### src/rtl/mbinit_sb_tx_queue.sv
// MBINIT sideband transmit queue: edge-detected push into a small FIFO, a single
// output register stage with valid/ready handshake, post-handshake idle gap and busy tracking.
module mbinit_sb_tx_queue #(
  parameter int SB_MSG_Width = 4,
  parameter int DEPTH        = 4,
  parameter int GAP_CYCLES   = 2
) (
  input  logic                    i_clk,
  input  logic                    i_rst,
  input  logic                    i_MBINIT_en,
  input  logic                    i_msg_valid,
  input  logic [SB_MSG_Width-1:0] i_encoded_SB_msg,
  input  logic                    i_tx_ready,
  output logic                    o_tx_valid,
  output logic [SB_MSG_Width-1:0] o_tx_msg,
  output logic                    o_sb_busy,
  output logic                    o_falling_edge_busy,
  output logic                    o_overflow
);

  localparam int              AW       = $clog2(DEPTH);
  localparam logic [AW:0]     FULL_CNT = (AW+1)'(DEPTH);
  localparam logic [AW:0]     CNT_ZERO = {(AW+1){1'b0}};
  localparam logic [AW:0]     CNT_ONE  = (AW+1)'(1);
  localparam logic [AW-1:0]   PTR_ZERO = {AW{1'b0}};
  localparam logic [AW-1:0]   PTR_ONE  = AW'(1);
  localparam logic [3:0]      GAP_LOAD = 4'(GAP_CYCLES);

  logic [SB_MSG_Width-1:0] mem_q [DEPTH];
  logic [AW-1:0]           wr_ptr_q, wr_ptr_d;
  logic [AW-1:0]           rd_ptr_q, rd_ptr_d;
  logic [AW:0]             count_q, count_d;
  logic                    tx_valid_q, tx_valid_d;
  logic [SB_MSG_Width-1:0] tx_msg_q, tx_msg_d;
  logic [3:0]              gap_cnt_q, gap_cnt_d;
  logic                    valid_prev_q, valid_prev_d;
  logic                    busy_prev_q, busy_prev_d;
  logic                    overflow_q, overflow_d;

  logic push_s;
  logic full_s;
  logic wr_en_s;
  logic load_s;
  logic hs_s;
  logic sb_busy_s;

  // Event decode; the full check deliberately uses the pre-edge count.
  always_comb begin
    push_s    = i_MBINIT_en & i_msg_valid & ~valid_prev_q;
    full_s    = (count_q == FULL_CNT);
    wr_en_s   = push_s & ~full_s;
    load_s    = i_MBINIT_en & ~tx_valid_q & (gap_cnt_q == 4'd0) & (count_q != CNT_ZERO);
    hs_s      = tx_valid_q & i_tx_ready;
    sb_busy_s = (count_q != CNT_ZERO) | tx_valid_q | (gap_cnt_q != 4'd0);
  end

  // Next-state logic; a low enable flushes everything except overflow and the last message.
  always_comb begin
    wr_ptr_d     = wr_ptr_q;
    rd_ptr_d     = rd_ptr_q;
    count_d      = count_q;
    tx_valid_d   = tx_valid_q;
    tx_msg_d     = tx_msg_q;
    gap_cnt_d    = gap_cnt_q;
    valid_prev_d = valid_prev_q;
    busy_prev_d  = busy_prev_q;
    overflow_d   = overflow_q;
    if (!i_MBINIT_en) begin
      wr_ptr_d     = PTR_ZERO;
      rd_ptr_d     = PTR_ZERO;
      count_d      = CNT_ZERO;
      tx_valid_d   = 1'b0;
      gap_cnt_d    = 4'd0;
      valid_prev_d = 1'b0;
      // Cleared so re-enabling after a flush cannot produce a spurious busy-fall pulse.
      busy_prev_d  = 1'b0;
    end else begin
      valid_prev_d = i_msg_valid;
      busy_prev_d  = sb_busy_s;
      if (wr_en_s) begin
        wr_ptr_d = wr_ptr_q + PTR_ONE;
      end else begin
        wr_ptr_d = wr_ptr_q;
      end
      if (load_s) begin
        rd_ptr_d = rd_ptr_q + PTR_ONE;
      end else begin
        rd_ptr_d = rd_ptr_q;
      end
      case ({wr_en_s, load_s})
        2'b10:   count_d = count_q + CNT_ONE;
        2'b01:   count_d = count_q - CNT_ONE;
        default: count_d = count_q;
      endcase
      if (push_s && full_s) begin
        overflow_d = 1'b1;
      end else begin
        overflow_d = overflow_q;
      end
      if (load_s) begin
        tx_valid_d = 1'b1;
        tx_msg_d   = mem_q[rd_ptr_q];
      end else if (hs_s) begin
        tx_valid_d = 1'b0;
      end else begin
        tx_valid_d = tx_valid_q;
      end
      if (hs_s) begin
        gap_cnt_d = GAP_LOAD;
      end else if (gap_cnt_q != 4'd0) begin
        gap_cnt_d = gap_cnt_q - 4'd1;
      end else begin
        gap_cnt_d = gap_cnt_q;
      end
    end
  end

  // Control and output register bank.
  always_ff @(posedge i_clk or posedge i_rst) begin
    if (i_rst) begin
      wr_ptr_q     <= PTR_ZERO;
      rd_ptr_q     <= PTR_ZERO;
      count_q      <= CNT_ZERO;
      tx_valid_q   <= 1'b0;
      tx_msg_q     <= {SB_MSG_Width{1'b0}};
      gap_cnt_q    <= 4'd0;
      valid_prev_q <= 1'b0;
      busy_prev_q  <= 1'b0;
      overflow_q   <= 1'b0;
    end else begin
      wr_ptr_q     <= wr_ptr_d;
      rd_ptr_q     <= rd_ptr_d;
      count_q      <= count_d;
      tx_valid_q   <= tx_valid_d;
      tx_msg_q     <= tx_msg_d;
      gap_cnt_q    <= gap_cnt_d;
      valid_prev_q <= valid_prev_d;
      busy_prev_q  <= busy_prev_d;
      overflow_q   <= overflow_d;
    end
  end

  // FIFO storage.
  always_ff @(posedge i_clk or posedge i_rst) begin
    if (i_rst) begin
      for (int i = 0; i < DEPTH; i++) begin
        mem_q[i] <= {SB_MSG_Width{1'b0}};
      end
    end else if (wr_en_s) begin
      mem_q[wr_ptr_q] <= i_encoded_SB_msg;
    end
  end

  assign o_tx_valid          = tx_valid_q;
  assign o_tx_msg            = tx_msg_q;
  assign o_overflow          = overflow_q;
  assign o_sb_busy           = sb_busy_s;
  assign o_falling_edge_busy = busy_prev_q & ~sb_busy_s & i_MBINIT_en;

endmodule

### config.mk
export PLATFORM = sky130hd
export DESIGN_NAME = mbinit_sb_tx_queue
export DESIGN_NICKNAME = d
export VERILOG_FILES = /design/src/rtl/mbinit_sb_tx_queue.sv
export SDC_FILE = /design/constraint.sdc
export NUM_CORES = 1
export LEC_CHECK = 0
export CORE_AREA = 5 5 90 92
export CTS_CLUSTER_DIAMETER = 80
export CTS_CLUSTER_SIZE = 25
export DETAILED_ROUTE_END_ITERATION = 7
export DIE_AREA = 0 0 95 97
export PLACE_DENSITY = 0.41
export SYNTH_ARGS = -nofsm -noshare
export SYNTH_HDL_FRONTEND = slang
export SYNTH_SLANG_ARGS = --single-unit
### constraint.sdc
create_clock -name i_clk -period 4.8 [get_ports i_clk]
set_input_delay 0.96 -clock i_clk [delete_from_list [all_inputs] [get_ports i_clk]]
set_output_delay 0.96 -clock i_clk [all_outputs]
set_load 0.02 [all_outputs]
==> results of run 1 <==
layer usage:
metal,routed length (µm),up-vias
li1,-,511
met1,1660,552
met2,1640,21
met3,137,6
met4,35,0
met5,0,-
cell families (layout without fill, tap and decap cells):
| group | Yosys count | count (layout) |
|---|---|---|
| AO/OA/AOI/OAI | 13 | 13 |
| XOR/XNOR | 6 | 6 |
| adder cells (fa/ha/maj) | 6 | 6 |
| buffers and inverters | 13 | 33 |
| flip-flops | 35 | 35 |
| multiplexers | 27 | 27 |
| AND/OR/NAND/NOR | 38 | 38 |
critical path, cell delays in order:
cell	delay, ps
clkdlybuf4s50_1	660
nand2_1	90
nor2_1	100
clkdlybuf4s50_1	610
sequential cells by signal, summed over array words and instances, names as in the netlist:
register and cells:
busy_prev_q 1, count_q 3, gap_cnt_q 4, mem_q 16, o_overflow 1, o_tx_msg 4, o_tx_valid 1, rd_ptr_q 2
valid_prev_q 1, wr_ptr_q 2
synth_stat cells (3+ instances only):
cell      n
a21oi_1   5
dfrtp_1  35
ha_1      5
inv_1     9
mux2_2   20
mux2i_1   3
mux4_2    4
nand2_1  13
nor2_1   11
xnor2_1   5
final timing paths:
check / depth (start not counted) / to / from / slack [ps]
setup / recovery: 4 / o_falling_edge_busy / i_MBINIT_en / 1420
max in group asynchronous: 3 / o_tx_msg[1] / i_rst / 3390
hold reg to reg: 1 / o_overflow / o_overflow / 470
hold / removal: 1 / o_overflow / o_overflow / 470
setup reg to reg: 9 / count_q[2] / gap_cnt_q[0] / 2100
min in group asynchronous: 3 / count_q[0] / i_rst / 1080
power breakdown:
group	switching (mW)	internal, mW
logic	0.234	0.268
registers	0.0762	0.391
clock network	0.105	0.113
total	0.416	0.771
final cells by class:
class | instances | area, µm² | share of cell area
Clock buffer | 6 | 82.6 | 0.0398
Clock inverter | 1 | 5.00 | 0.00241
Inverter | 9 | 33.8 | 0.0163
Multi-Input combinational cell | 90 | 787 | 0.379
Sequential cell | 35 | 876 | 0.422
Tap cell | 99 | 124 | 0.0597
Timing Repair Buffer | 17 | 168 | 0.0808
==> insert_results.sql, run 1 <==
INSERT INTO impl_metrics (metric_group, metric, value, unit) VALUES
('global_route', 'grt_busiest_layer', 'met2', ''),
('global_route', 'grtUsageMet1', '0.110', ''),
('floorplan', 'floorplan.initialDensity', '0.242', ''),
('global_route', 'number_of_global_route_vias_before_repair', '1175', ''),
('sta', 'worst_pin_slew', '519', 'ps'),
('route', 'drt-initial-drc-count', '26', ''),
('synth', 'synth-async-reset-ratio', '1.00', ''),
('sta', 'final.hold.worst_slack', '465', 'ps'),
('synth', 'synth_enable_flop_cells', '0', ''),
('global_route', 'grt_antenna_before_repair', '0', ''),
('cells_and_area', 'finalCoreUtilization', '0.291', ''),
('synth', 'postSynthCellCount', '138', ''),
('global_route', 'grt.overflow.total', '0', ''),
('run', 'cap_viol_max_count', '0', ''),
('sta', 'timing.setup.tns', '0', 'ps'),
('cts', 'clock-root-buffer', 'clkbuf_8', ''),
('synth', 'yosys-mux-area-fraction', '0.200', ''),
('cells_and_area', 'drive_gt1_frac', '0.234', ''),
('power_and_ir_drop', 'p_per_area', '572', 'nW/µm²'),
('route', 'antenna_left', '0', ''),
('floorplan', 'boundaryPins', '17', ''),
('cts', 'cts_max_level', '2', ''),
('sta', 'min_period', '3380', 'ps'),
('cells_and_area', 'post-route-cell-area', '2080', 'µm²'),
('sta', 'final-hold-violation-count', '0', ''),
('cells_and_area', 'nNetsFinal', '173', ''),
('synth', 'netlist.top_cell.by_area', 'dfrtp_1', ''),
('worst_setup_path', 'critical_path_arrival', '2420', 'ps'),
('cts', 'numCtsBuffers', '5', ''),
('cells_and_area', 'mostFrequentLayoutCells', 'dfrtp_1 (35), mux2_2 (20), clkdlybuf4s50_1 (16)', ''),
('placed_design', 'detailed_place.area', '1990', 'µm²'),
('placed_design', 'globalplace.congestion', '0.748', ''),
('synth', 'count_of_state_elements_after_synthesis', '35', ''),
('sta', 'setup_repair_after_global_routing_missed_its_margin', 'no', ''),
('floorplan', 'dieHeight', '97', 'µm'),
('floorplan', 'fp-row-count', '31', ''),
('cts', 'cts.clk_slew.worst_paths', '70', 'ps'),
('placed_design', 'detailedPlacementHpwl', '2530', 'µm'),
('sta', 'timing.final.crit_share', '0.703', ''),
('cells_and_area', 'fill_cells', '763', ''),
('global_route', 'global_route.usage.met2', '0.127', ''),
('status', 'status', 'complete, no violations', ''),
('sta', 'slew_viol_final', '0', ''),
('floorplan', 'core_region_area', '7140', 'µm²'),
('worst_setup_path', 'setup.worst_path.start_class', 'primary input', ''),
('sta', 'max_clock_freq', '0.296', 'GHz'),
('sta', 'finalWorstSetupSlack', '1420', 'ps'),
('cells_and_area', 'antenna_cells_inserted', '0', ''),
('cells_and_area', 'flow.area_growth_from_synthesis', '20.2', '%'),
('worst_setup_path', 'worst-endpoint-required', '3840', 'ps'),
('synth', 'synth_top_area_share', '0.507', ''),
('cells_and_area', 'final-instance-count-excl-fill', '257', ''),
('synth', 'synthXorXnorAreaFrac', '0.0304', ''),
('worst_setup_path', 'critPathMaxFanout', '9', ''),
('route', 'detail_route.vias_per_cell', '4.24', ''),
('global_route', 'use_met3', '0.0272', ''),
('cts', 'cts_num_sinks', '35', ''),
('synth', 'synth-compound-area-share', '0.0536', ''),
('synth', 'post_synth_instance_area', '1730', 'µm²'),
('cts', 'cts.path.max_buffers', '2', ''),
('sta', 'setup_violations', '0', ''),
('cts', 'holdBufCountCts', '0', ''),
('synth', 'synth.lib_cells_used.distinct', '32', ''),
('synth', 'synth_sequential_area_ratio', '0.507', ''),
('cts', 'cts_tree', 'done', ''),
('min_path', 'min_path_type', 'reg -> reg', ''),
('cts', 'cts.repair.resized', '0', ''),
('route', 'average_wire_per_cell_in_the_routed_design', '13.5', 'µm'),
('synth', 'synth_simple_gate_area_frac', '0.124', ''),
('synth', 'combinational_family_with_the_most_area_after_synthesis', 'multiplexers', ''),
('sta', 'slew_headroom', '0.653', '');
Note: power is estimated with default switching activity, not from simulation.
==> run 2, diff against run 1 <==
--- a/config.mk
+++ b/config.mk
@@ -10,7 +10,7 @@
 export CTS_CLUSTER_SIZE = 25
 export DETAILED_ROUTE_END_ITERATION = 7
 export DIE_AREA = 0 0 95 97
-export PLACE_DENSITY = 0.41
+export PLACE_DENSITY = 0.43
 export SYNTH_ARGS = -nofsm -noshare
 export SYNTH_HDL_FRONTEND = slang
 export SYNTH_SLANG_ARGS = --single-unit
==> constraint.sdc (replaced) <==
create_clock -name i_clk -period 2.7 [get_ports i_clk]
set_input_delay 0.54 -clock i_clk [delete_from_list [all_inputs] [get_ports i_clk]]
set_output_delay 0.54 -clock i_clk [all_outputs]
set_load 0.02 [all_outputs]
==> run 2 against run 1 <==
Against the previous run:
- sequential power rose by 80%
- final area rose by 1.4%
- core utilization grew 0.42 points
==> insert_results.sql, run 2 (synthesis results as in run 1) <==
INSERT INTO impl_metrics (metric_group, metric, value, unit) VALUES
('worst_setup_path', 'critPathMaxFanout', '6', ''),
('power_and_ir_drop', 'power_leakage', '0.952', 'nW'),
('floorplan', 'core_region_area', '7140', 'µm²'),
('worst_setup_path', 'critical_path.slowest_cell', 'fa_1', ''),
('sta', 'worst_pin_slew', '516', 'ps'),
('sta', 'timing.final.crit_share', '0.897', ''),
('cells_and_area', 'registers.top_by_ff_count', 'mem_q', ''),
('cells_and_area', 'antenna_cells_inserted', '0', ''),
('cells_and_area', 'drive_gt1_frac', '0.252', ''),
('sta', 'timing.setup.tns', '0', 'ps'),
('worst_setup_path', 'reg2reg_slack', '280', 'ps'),
('cells_and_area', 'flip_flop_count_of_the_largest_register_after_layout', '16', ''),
('global_route', 'gr-usage-all-layers', '0.0851', ''),
('route', 'detail_route.vias_per_cell', '4.17', ''),
('sta', 'final-hold-violation-count', '0', ''),
('sta', 'slew_headroom', '0.655', ''),
('placed_design', 'globalplace.congestion', '0.730', ''),
('sta', 'max_clock_freq', '0.413', 'GHz'),
('floorplan', 'floorplan.initialDensity', '0.242', ''),
('min_path', 'min_path_type', 'reg -> reg', ''),
('route', 'route.final.wire_length', '3540', 'µm'),
('cells_and_area', 'fill_cells', '749', ''),
('worst_setup_path', 'timing_startpoint_of_the_critical_path', 'gap_cnt_q[1]', ''),
('worst_setup_path', 'worstSetupPathType', 'reg -> reg', ''),
('cts', 'worstSkewPairLatency', '280', 'ps'),
('run', 'cap_viol_max_count', '0', ''),
('placed_design', 'detailedPlacementHpwl', '2570', 'µm'),
('cells_and_area', 'final-instance-count-excl-fill', '262', ''),
('route', 'antenna_left', '0', ''),
('sta', 'worst_clock_skew', '6.30', 'ps'),
('global_route', 'wire_length_of_the_first_global_routing_pass', '6040', 'µm'),
('worst_setup_path', 'crit_chain', 'inv_1 > ha_1 > nor4b_4 > buf_4 > and2b_1 > nand2_2 > nor2_1 > fa_1 > nand2b_1 > o22ai_1 > a2111oi_2', ''),
('floorplan', 'fp-row-count', '31', ''),
('cts', 'cts_num_sinks', '35', ''),
('global_route', 'grt_antenna_before_repair', '0', ''),
('cells_and_area', 'layout.cells.most_common', 'dfrtp_1', ''),
('cts', 'numCtsBuffers', '5', ''),
('worst_setup_path', 'worstReg2RegStart', 'gap_cnt_q[1]', ''),
('power_and_ir_drop', 'p_per_area', '1010', 'nW/µm²'),
('power_and_ir_drop', 'ir_worst_vdd', '289', 'µV'),
('route', 'average_wire_per_cell_in_the_routed_design', '13.5', 'µm'),
('cts', 'cts_tree', 'done', ''),
('sta', 'min_period', '2420', 'ps'),
('cts', 'holdBufCountCts', '0', ''),
('worst_setup_path', 'worst-endpoint-required', '2870', 'ps'),
('sta', 'setup_repair_after_global_routing_missed_its_margin', 'no', ''),
('floorplan', 'fp.dieArea', '9220', 'µm²'),
('global_route', 'grt.overflow.total', '0', ''),
('worst_setup_path', 'worst_r2r_endpoint', 'count_q[2]', ''),
('floorplan', 'die_w', '95', 'µm'),
('global_route', 'grt_max_degree', '36', ''),
('global_route', 'number_of_global_route_vias_before_repair', '1220', ''),
('worst_setup_path', 'worstSetupEndpoint', 'count_q[2]', ''),
('cells_and_area', 'nNetsFinal', '177', ''),
('cells_and_area', 'mostFrequentLayoutCells', 'dfrtp_1 (35), mux2_2 (20), clkdlybuf4s50_1 (15)', ''),
('route', 'vias', '1092', ''),
('worst_setup_path', 'end_kind', 'flop', ''),
('sta', 'slew_viol_final', '0', ''),
('worst_setup_path', 'r2r.worst_path.cells', '11', ''),
('route', 'drc_errors_left', '0', ''),
('worst_setup_path', 'setup.worst_path.start_class', 'flop', ''),
('sta', 'setup_violations', '0', ''),
('floorplan', 'boundaryPins', '17', ''),
('cells_and_area', 'flow.area_growth_from_synthesis', '22.0', '%'),
('cts', 'clock-root-buffer', 'clkbuf_8', ''),
('placed_design', 'buffer_ports.inserted', '16', ''),
('route', 'drt-initial-drc-count', '26', ''),
('status', 'status', 'complete, no violations', ''),
('cts', 'cts.path.max_buffers', '2', ''),
('cts', 'cts_max_level', '2', ''),
('worst_setup_path', 'timing.critical_path.slowest_cell_delay', '420', 'ps'),
('route', 'drt_pre_antenna_iters', '4', ''),
('floorplan', 'dieHeight', '97', 'µm'),
('worst_setup_path', 'critical_path_arrival', '2590', 'ps'),
('cts', 'cts.clk_slew.worst_paths', '70', 'ps'),
('placed_design', 'post-place-cells', '254', '');
==> run 2: changes by cell type in the layout (fill, tap and decap cells not counted) <==
cell / before / now
buf_4: 1 / 5
clkbuf_1: 0 / 1
clkbuf_8: 6 / 5
clkdlybuf4s50_1: 16 / 15
clkinvlp_4: 0 / 1
dlymetal6s2s_1: 0 / 1
==> run 2: worst min-delay path by stage <==
stage | startpoint | endpoint | cells past startpoint
floorplan | mem_q[4] | mem_q[4] | 1
global placement | o_overflow | o_overflow | 1
detailed placement | o_overflow | o_overflow | 1
CTS | o_overflow | o_overflow | 1
global route | o_overflow | o_overflow | 1
finish | o_overflow | o_overflow | 1
==> run 2: worst max-delay path, delay by kind of cell (launching register included) <==
kind            cells  cell delay (ps)
flops               1              370
compound gates      2              430
simple gates        5              650
buf+inv             2              210
fa+ha+maj           2              640
==> run 2: stage by stage <==
stage / util / hold slack (ps) / setup WS, ps / power, mW / instance area [µm²]
2_1_floorplan: - / 474 / 416 / 1.48 / 1730
3_3_place_gp: 0.283 / 454 / 238 / 1.78 / 2020
3_5_place_dp: 0.283 / 458 / 180 / 1.79 / 2020
4_1_cts: 0.295 / 473 / 97.7 / 2.17 / 2100
5_1_grt: 0.295 / 480 / 89.9 / 2.29 / 2110
6_report: 0.295 / 469 / 279 / 2.13 / 2110
==> run 2: cell type report <==
type	count	area, µm²	area share
Clock buffer	6	72.6	0.0345
Clock inverter	2	12.5	0.00594
Inverter	9	33.8	0.0160
Multi-Input combinational cell	90	787	0.374
Sequential cell	35	876	0.416
Tap cell	99	124	0.0588
Timing Repair Buffer	21	200	0.0951
==> run 2: power by group <==
part	internal [mW]	switching [mW]
Combinational	0.507	0.417
Sequential	0.695	0.144
Clock	0.180	0.185
==> run 2: per-layer routing <==
metal  up-vias  track usage  wire length [µm]  share of wire
li1        524            -                 -              -
met1       547        0.105              1560           0.44
met4         0       0.0244                 0              0
met2        21        0.137              1790           0.51
met3         0       0.0326               182          0.051
met5         -            0                 0              0
==> run 2: what timing repair did <==
action	CTS	global route
setup endpoints to repair	0	1
buffers inserted	0	0
resized for setup	0	1
==> run 3, diff against run 2 <==
--- a/config.mk
+++ b/config.mk
@@ -10,7 +10,6 @@
 export CTS_CLUSTER_SIZE = 25
 export DETAILED_ROUTE_END_ITERATION = 7
 export DIE_AREA = 0 0 95 97
-export PLACE_DENSITY = 0.43
 export SYNTH_ARGS = -nofsm -noshare
 export SYNTH_HDL_FRONTEND = slang
 export SYNTH_SLANG_ARGS = --single-unit
==> run 3 against run 2 <==
Against the previous run:
- hold slack got worse by 12 ps
- first-iteration DRC count increased by 35%
- die area unchanged
- global-route usage decreased by 0.29 points
- combinational power increased by 1%
- sequential power decreased by 0.6%
- via count decreased by 1.7%
- clock-buffer cell count decreased by 1
- clock skew about the same
- largest cell class unchanged
==> insert_results.sql, run 3 (synthesis results as in run 1) <==
INSERT INTO impl_metrics (metric_group, metric, value, unit) VALUES
('worst_setup_path', 'cpLargestDelayFamily', 'buffers and inverters', ''),
('power_and_ir_drop', 'p_comb_frac', '0.399', ''),
('power_and_ir_drop', 'p_per_area', '1080', 'nW/µm²'),
('sta', 'slew_headroom', '0.685', ''),
('global_route', 'grt_max_degree', '36', ''),
('cells_and_area', 'final-instance-count-excl-fill', '263', ''),
('cells_and_area', 'finalCoreUtilization', '0.303', ''),
('placed_design', 'post-place-ws', '209', 'ps'),
('route', 'vias', '1073', ''),
('floorplan', 'floorplan.initialDensity', '0.242', ''),
('sta', 'setup_repair_after_global_routing_missed_its_margin', 'no', ''),
('sta', 'final-hold-violation-count', '0', ''),
('power_and_ir_drop', 'internal-power', '1.59', 'mW'),
('route', 'detail_route.vias_per_cell', '4.08', ''),
('global_route', 'gr-usage-all-layers', '0.0822', ''),
('placed_design', 'globalplace.congestion', '0.772', ''),
('floorplan', 'core_region_area', '7140', 'µm²'),
('sta', 'timing.setup.tns', '0', 'ps'),
('placed_design', 'post-place-cells', '255', ''),
('floorplan', 'boundaryPins', '17', ''),
('cts', 'cts.clk_slew.worst_paths', '80', 'ps'),
('sta', 'timing.final.crit_share', '0.913', ''),
('run', 'cap_viol_max_count', '0', ''),
('worst_setup_path', 'end_kind', 'output port', ''),
('floorplan', 'fp.dieArea', '9220', 'µm²'),
('placed_design', 'buffer_ports.inserted', '16', ''),
('route', 'drt_pre_antenna_iters', '4', ''),
('worst_setup_path', 'worstSetupPathType', 'reg -> out', ''),
('status', 'status', 'complete, no violations', ''),
('worst_setup_path', 'critical_path.slowest_cell', 'clkdlybuf4s50_1', ''),
('cts', 'cts.path.max_buffers', '2', ''),
('sta', 'slew_viol_final', '0', ''),
('cells_and_area', 'layout.cells.most_common', 'dfrtp_1', ''),
('cts', 'cts.repair.resized', '0', ''),
('cts', 'cts_max_level', '2', ''),
('cts', 'clock-root-buffer', 'clkbuf_8', ''),
('cts', 'holdBufCountCts', '0', ''),
('power_and_ir_drop', 'total_power', '2.34', 'mW'),
('worst_setup_path', 'cp.buffers_inverters', '2', ''),
('power_and_ir_drop', 'clock_power_share', '0.245', ''),
('floorplan', 'fp-row-count', '31', ''),
('global_route', 'wire_length_of_the_first_global_routing_pass', '5790', 'µm'),
('global_route', 'grt.overflow.total', '0', ''),
('min_path', 'min_path_type', 'reg -> reg', ''),
('route', 'drc_errors_left', '0', ''),
('power_and_ir_drop', 'power_leakage', '0.980', 'nW'),
('sta', 'min_period', '2460', 'ps'),
('placed_design', 'detailedPlacementHpwl', '2370', 'µm'),
('power_and_ir_drop', 'switching_share', '0.323', ''),
('worst_setup_path', 'worst-endpoint-required', '2160', 'ps'),
('worst_setup_path', 'reg2reg_slack', '420', 'ps'),
('cells_and_area', 'mostFrequentLayoutCells', 'dfrtp_1 (35), mux2_2 (20), clkdlybuf4s50_1 (15)', ''),
('worst_setup_path', 'timing.critical_path.slowest_cell_delay', '550', 'ps'),
('cts', 'numCtsBuffers', '5', ''),
('cts', 'cts_num_sinks', '35', ''),
('worst_setup_path', 'setup.worst_path.start_class', 'flop', ''),
('cells_and_area', 'flip_flop_count_of_the_largest_register_after_layout', '16', ''),
('floorplan', 'die_w', '95', 'µm'),
('power_and_ir_drop', 'switchingPower', '0.756', 'mW'),
('worst_setup_path', 'critPathMaxFanout', '5', ''),
('worst_setup_path', 'r2r.worst_path.cells', '10', ''),
('cts', 'worstSkewPairLatency', '290', 'ps'),
('worst_setup_path', 'critical_path_arrival', '1920', 'ps'),
('sta', 'setup_violations', '0', ''),
('route', 'antenna_left', '0', ''),
('sta', 'max_clock_freq', '0.406', 'GHz'),
('sta', 'worst_pin_slew', '471', 'ps'),
('cells_and_area', 'registers.top_by_ff_count', 'mem_q', ''),
('cells_and_area', 'drive_gt1_frac', '0.262', ''),
('cts', 'cts_tree', 'done', ''),
('power_and_ir_drop', 'ir_worst_vdd', '278', 'µV'),
('power_and_ir_drop', 'sequentialPowerShare', '0.356', ''),
('route', 'drt-initial-drc-count', '35', ''),
('route', 'average_wire_per_cell_in_the_routed_design', '12.7', 'µm'),
('cells_and_area', 'antenna_cells_inserted', '0', ''),
('global_route', 'grt_antenna_before_repair', '0', ''),
('cts', 'cts_post_setup_buffers_inserted', '0', ''),
('sta', 'worst_clock_skew', '6.45', 'ps'),
('worst_setup_path', 'cp.depth', '5', ''),
('sta', 'finalWorstSetupSlack', '236', 'ps'),
('min_path', 'timing.hold.worst_path_depth', '1', ''),
('cells_and_area', 'flow.area_growth_from_synthesis', '25.4', '%'),
('floorplan', 'dieHeight', '97', 'µm'),
('global_route', 'number_of_global_route_vias_before_repair', '1170', ''),
('worst_setup_path', 'crit_chain', 'inv_1 > ha_1 > nor4b_4 > nand2_1 > clkdlybuf4s50_1', ''),
('cells_and_area', 'nNetsFinal', '178', ''),
('route', 'route.final.wire_length', '3350', 'µm'),
('cells_and_area', 'fill_cells', '763', '');
run 3: power by group through the flow:
stage	clock, mW	combinational (mW)	sequential [mW]
floorplan	0	0.622	0.858
global placement	0	0.931	0.841
detailed placement	0	0.946	0.846
CTS	0.593	0.952	0.837
global route	0.614	1.03	0.863
finish	0.573	0.934	0.834
run 3: through the flow:
step / cell area, µm² / hold WS [ps]
after floorplan: 1730 / 474
after global placement: 2030 / 442
after detailed placement: 2030 / 444
after CTS: 2160 / 462
after global routing: 2160 / 479
final: 2160 / 458
run 3: metal layers:
metal | GRT usage | vias to the layer above | share of wire
met5 | 0 | - | 0
met4 | 0.0366 | 0 | 0.019
met3 | 0.0240 | 7 | 0.043
met2 | 0.121 | 22 | 0.46
met1 | 0.110 | 517 | 0.48
li1 | - | 527 | -
run 3: final timing paths:
kind	from	to
hold / removal	o_overflow	o_overflow
max in group asynchronous	i_rst	o_tx_msg[2]
min in group asynchronous	i_rst	mem_q[10]
setup reg to reg	gap_cnt_q[0]	count_q[2]
hold reg to reg	o_overflow	o_overflow
setup / recovery	gap_cnt_q[0]	o_sb_busy
run 3: final cells by class:
cell class	count	area, µm²	share of cell area
flip-flops and latches	35	876	0.405
multi-input cells	90	787	0.364
repair buffers	22	208	0.0960
well taps	99	124	0.0572
clock buffers	5	68.8	0.0318
clock inverters	3	67.6	0.0312
inverters	9	33.8	0.0156
run 3: worst register-to-register path, stage by stage (launching register included):
cell       delay (ps)
dfrtp_1           350
inv_1              60
ha_1              250
nor4b_4           160
and2b_1           180
nand2_2           140
nor2_1             70
fa_1              420
nand2b_1           90
o22ai_1            80
a2111oi_2         360
